## config.mk

```make
export PLATFORM = sky130hd
export DESIGN_NAME = led_pulse_stretch
export DESIGN_NICKNAME = d
export VERILOG_FILES = /design/src/rtl/led_pulse_stretch.sv
export SDC_FILE = /design/constraint.sdc
export NUM_CORES = 1
export LEC_CHECK = 0
export CORE_ASPECT_RATIO = 1.4
export CORE_MARGIN = 2
export CORE_UTILIZATION = 23
export DETAILED_ROUTE_END_ITERATION = 12
export PLACE_DENSITY_LB_ADDON = 0.3
export SYNTH_ARGS = -nofsm -noshare
export SYNTH_HDL_FRONTEND = slang
export SYNTH_SLANG_ARGS = --single-unit
```

## constraint.sdc

```tcl
create_clock -name clk -period 2.7 [get_ports clk]
set_input_delay 0.54 -clock clk [delete_from_list [all_inputs] [get_ports clk]]
set_output_delay 0.54 -clock clk [all_outputs]
set_load 0.02 [all_outputs]
```

## src/rtl/led_pulse_stretch.sv

```systemverilog
// led_pulse_stretch: queues one-cycle events and plays each as a fixed-length LED flash followed by a forced off-gap
// ports: clk/rst (async active-high) clock and reset; ev one event per high cycle; clr_ovf clears overflow;
//        led flash drive; busy FSM not idle; pending queued flashes; overflow sticky dropped-event flag
module led_pulse_stretch #(
  parameter int TICK_WIDTH = 21,
  parameter logic [TICK_WIDTH-1:0] TICK_DIVIDE = 21'd2000000,
  parameter int ON_TICKS = 5,
  parameter int OFF_TICKS = 5,
  parameter int PEND_WIDTH = 4
) (
  input  logic                  clk,
  input  logic                  rst,
  input  logic                  ev,
  input  logic                  clr_ovf,
  output logic                  led,
  output logic                  busy,
  output logic [PEND_WIDTH-1:0] pending,
  output logic                  overflow
);
  typedef enum logic [1:0] {IDLE, ON, GAP} state_t;
  localparam logic [TICK_WIDTH-1:0] TICK_LAST = TICK_DIVIDE - 1'b1;
  localparam logic [7:0] ON_LAST = 8'(ON_TICKS - 1);
  localparam logic [7:0] OFF_LAST = 8'(OFF_TICKS - 1);
  localparam logic [PEND_WIDTH-1:0] PMAX = '1;
  state_t                  state_q;
  logic [TICK_WIDTH-1:0]   cnt_q;
  logic [7:0]              phase_q;
  logic [PEND_WIDTH-1:0]   pend_q, pend_d;
  logic                    ovf_q, ovf_d, led_q, busy_q;
  logic                    consume, tick, sat, last;
  always_comb begin
    consume = (state_q == IDLE) && (pend_q != '0);
    tick    = cnt_q == TICK_LAST;
    sat     = ev && !consume && (pend_q == PMAX);
    pend_d  = sat                ? pend_q :
              (ev && !consume)   ? pend_q + 1'b1 :
              (!ev && consume)   ? pend_q - 1'b1 : pend_q;
    // a new overflow outranks a same-cycle clear
    ovf_d   = sat | (ovf_q & ~clr_ovf);
    last    = (state_q == ON) ? (phase_q == ON_LAST) : (phase_q == OFF_LAST);
  end
  always_ff @(posedge clk or posedge rst) begin
    if (rst) begin
      state_q <= IDLE;
      cnt_q   <= '0;
      phase_q <= '0;
      pend_q  <= '0;
      ovf_q   <= 1'b0;
      led_q   <= 1'b0;
      busy_q  <= 1'b0;
    end else begin
      pend_q <= pend_d;
      ovf_q  <= ovf_d;
      if (state_q == IDLE) begin
        cnt_q   <= '0;
        phase_q <= '0;
        if (consume) begin
          state_q <= ON;
          led_q   <= 1'b1;
          busy_q  <= 1'b1;
        end
      end else if (!tick) begin
        cnt_q <= cnt_q + 1'b1;
      end else begin
        cnt_q   <= '0;
        phase_q <= last ? '0 : phase_q + 1'b1;
        if (last) begin
          state_q <= (state_q == ON) ? GAP : IDLE;
          led_q   <= 1'b0;
          busy_q  <= state_q == ON;
        end
      end
    end
  end
  assign led      = led_q;
  assign busy     = busy_q;
  assign pending  = pend_q;
  assign overflow = ovf_q;
endmodule

```

Word level (Yosys, flattened, before mapping)

Index checks and enable logic that the tools add are counted.
W data, S select, Z words.

Add/sub/neg operators: 4
Multipliers: 0
Div/mod/pow operators: 0
Magnitude comparators: 0
Equality and inequality tests: 5
Shift-type cells: 0
Multiplexer cells: 19
Bitwise gates (word level): 4
Reductions and logical operators: 13

Operators by type and width:

| cell                    | number |
|---|---|
| $mux W21                | 2 |
| $mux W8                 | 3 |
| $add A21 B1 Y21 const B | 1 |
| $eq A21 B21 Y1 const B  | 1 |
| $mux W2                 | 5 |
| $add A8 B1 Y8 const B   | 1 |
| $eq A8 B3 Y1 const B    | 1 |
| $mux W4                 | 2 |
| $mux W1                 | 7 |
| $reduce_bool A2 Y1      | 3 |
| $add A4 B1 Y4 const B   | 1 |
| $eq A4 B4 Y1 const B    | 1 |
| $logic_and A1 B1 Y1     | 4 |
| $reduce_bool A4 Y1      | 1 |
| $sub A4 B1 Y4 const B   | 1 |
| $reduce_and A3 Y1       | 1 |
| $eq A2 B1 Y1 const B    | 1 |
| $logic_not A1 Y1        | 2 |
| $logic_not A2 Y1        | 1 |
| $ne A2 B2 Y1 const B    | 1 |
| $not A1 Y1              | 2 |
| $reduce_and A2 Y1       | 1 |
| $and A1 B1 Y1           | 1 |
| $or A1 B1 Y1            | 1 |

Register bits after elaboration: 38
Bits in latches: 0
Bits in writable memories: 0
Bits in read-only memories: 0
Logic and storage cells: 52
Memories: 0

Depth between registers and ports, before layout

Word-level depth: 7
Mapped depth: 9

Worst setup path after synthesis

No wires, ideal clock.

Path kind: register to register
Start point: register state_q[0]
End point: register pend_q[3] (netlist: pending[3])
Library setup time: 0.133 ns
Arrival: 2.344 ns
Data required time: 2.567 ns
Path slack: 0.223 ns
Cell stages (with the launch flop): 10
Path buffers: 1
Path through: dfrtp_1 > or2_2 > clkbuf_1 > o21ai_0 > ha_1 > a21o_1 > a21oi_1 > xor2_1 > nor2_1 > xor2_1

Cells in the longest elaborated chain, start to end: 7

RTL lines:

| element                            | line   | text |
|---|---|---|
| from (decl)                        | 25     | `state_t state_q;` |
| from (signal assigned)             | 68     | `state_q <= (state_q == ON) ? GAP : IDLE;` |
| $logic_not A2 Y1 *                 | 32     | `consume = (state_q == IDLE) && (pend_q != '0);` |
| $logic_and A1 B1 Y1 *              | 32     |  |
| $logic_not A1 Y1                   | 34, 36 |  |
| $logic_and A1 B1 Y1                | 34, 36 |  |
| $logic_and A1 B1 Y1                | 34     | `sat = ev && !consume && (pend_q == PMAX);` |
| $not A1 Y1 (no source line)        | --     |  |
| $reduce_and A2 Y1 (no source line) | --     |  |
| to (signal assigned)               | 52     | `pend_q <= pend_d;` |
| to (decl)                          | 28     | `logic [PEND_WIDTH-1:0] pend_q, pend_d;` |

Every way passes the cells marked *; elsewhere a longest branch is shown, timed or not.
A chain may end at the register's enable or synchronous reset.

Final worst setup path

Ends and elaborated chain as after synthesis.

==> results.cfg <==
[synth]
synth_edf_count = 0
netlist.area_leader.share = 0.4856
synth_area_per_cell_um2 = 9.679
ys_types = 33
ys.flop_type = dfrtp_1
syn_area_mm2 = 0.001907
synth_nets = 207
async_reset_ff_frac = 1.000
synthCells = 197
synth_seq_cells = 37
synth.largest_area_cell = dfrtp_1
netlist_top_cells_area = dfrtp_1 49%, xor2_1 6.0%, nor2_1 5.9%, xnor2_1 5.1%, ha_1 3.3%
ys_seq_area_frac = 0.4856
ys_warn_count = 0

[timing]
setup_slack_ns = 0.3082
setup_viol = 0
finalHoldViolCount = 0
fmax_mhz = 418.1
tightest_slew_ns = 0.7420
period_share = 0.8859
rsz0062_at_grt = false
whs_ns = 0.4775
min_period_ns = 2.392
final-max-slew-violation-count = 0
final.setup.tns_ns = 0
maxSlewHeadroom = 0.5015
finClkSkew_ns = 0.002245

[pwr]
leakagePower_nw = 1.011
pwr_density_cell_mw_per_mm2 = 732.1
total_power_mw = 1.684
ir_worst_vdd_uv = 391.1

[worst_setup_path]
crit_slowest_cell = o21ai_0
critPathTopFamily = compound AO/OA/AOI/OAI gates
cp.arrival_ns = 2.55
critPathKind = reg2reg
crit_buf_inv = 0
crit_required_ns = 2.86
cpMostUsedCell = xor2_1
worstPathMaxFanout = 5
end_kind = flip-flop
crit_chain = or2_2 -> o21ai_0 -> ha_1 -> a21o_1 -> a21oi_1 -> xor2_1 -> nor2_1 -> xor2_1
start_kind = flip-flop
cpPeakStageDelay_ns = 0.48

[detailed_routing]
routed_wirelength_um = 3820
routedWlPerCell_um = 12.05
drt_iter0_markers = 47
viasPerCell = 4.508
vias = 1429
drt-pass1-iter-count = 3
drc = 0
ant_nets = 0

[clock_network]
cts-buffers-inserted = 5
clk_path_buf_depth = 2
post_cts_resized = 0
post_cts_buffers = 0
cts.clk_slew.worst_paths_ns = 0.05
cts_tree = done
htree_num_levels = 2
cts-root-buf = clkbuf_16
clk_latency_ns = 0.28
cts.sinks = 37
cts_hold_buf = 0

[floorplanning]
design.portCount = 11
die_area_mm2 = 0.009046
die_y_um = 111.7
start_util = 0.2354
die_width_um = 80.96
rows = 39
coreArea_mm2 = 0.008100

[cells_and_area]
final_cell_mix = 37 x dfrtp_1, 30 x nor2_1, 14 x nand2_1
diodes = 0
layout-drive-gt1-share = 0.07442
layoutNonFillerInstCount = 317
layout.nets = 225
area_delta_synth_final_pct = 20.67
final_common_cell = dfrtp_1
nFillCells = 894

[global_routing]
grt_pass1_wl_um = 6762
grt_use_total = 0.09517
grt_pass1_vias = 1446
grt_max_degree = 38
grt-ovfl-total = 0
antenna_found_initial = 0

[placement]
portBuffers = 10
dp.cells = 310
hpwlAfterDp_um = 2643
gp_congestion = 0.7584
place_ws_ns = 0.2007

[flow_run]
drv_cap = 0

[run_status]
outcome = finished clean

[worst_hold_path]
hp-class = reg2reg
## logic make-up after synthesis
kind of cell	count (synthesis)	share of synthesized area
xor gates and xnor gates	24	0.1102
adders and majority gates	6	0.04331
muxes	4	0.02231
DFF	37	0.4856
and+or+nand+nor	93	0.2507
AOI/OAI and AO/OA	21	0.06299
buffers and inverters	12	0.02493
## cell type report
cell class              count  area (µm²)  share of cell area
flip-flops and latches     37       925.9              0.4024
inverters                   7       26.28             0.01142
clock buffers               7       142.6             0.06199
well taps                 102       127.6             0.05546
repair buffers             16       145.1             0.06308
multi-input cells         148       933.4              0.4057
## synthesized netlist by cell type, types with 4 or more instances
cell	number
dfrtp_1	37
nor2_1	30
nand2_1	14
xor2_1	13
nand3_1	12
xnor2_1	11
o21ai_0	9
inv_1	7
and3_1	6
and4_1	6
a21oi_1	5
ha_1	5
nor3_1	5
nand4_1	4
or3_1	4
## layer usage
| layer | track usage | vias up | share of wire |
|---|---|---|---|
| met3 | 0.02431 | 5 | 0.021 |
| li1 | - | 716 | - |
| met1 | 0.1151 | 696 | 0.45 |
| met4 | 0.03729 | 0 | 0.015 |
| met2 | 0.1592 | 12 | 0.52 |
| met5 | 0 | - | 0 |
## registers in the layout (all words and copies together), names as in the netlist
signal and cells:
overflow 1, phase_q 8, pending 4, state_q 2, busy 1, cnt_q 21
## path summary, 6_finish.rpt
check,startpoint,end,slack (ns),depth (start not counted)
min in group asynchronous,rst,cnt_q[19],0.69,3
max in group asynchronous,rst,cnt_q[2],1.68,3
hold reg to reg,cnt_q[0],cnt_q[0],0.48,1
hold / removal,cnt_q[0],cnt_q[0],0.48,1
setup reg to reg,state_q[0],pending[3],0.31,8
setup / recovery,state_q[0],pending[3],0.31,8
## stage by stage
| step | instance area (µm²) | util |
|---|---|---|
| after floorplan | 1907 | - |
| final | 2301 | 0.2841 |
| after global placement | 2158 | 0.2665 |
| after CTS | 2301 | 0.2841 |
| after global routing | 2301 | 0.2841 |
| after detailed placement | 2158 | 0.2665 |
## power breakdown
group	switching [mW]	internal, mW	leakage, nW
logic	0.178	0.191	0.453
registers	0.107	0.636	0.488
clock network	0.210	0.362	0.0700
total	0.495	1.19	1.01
(Power assumes the default switching activity.)
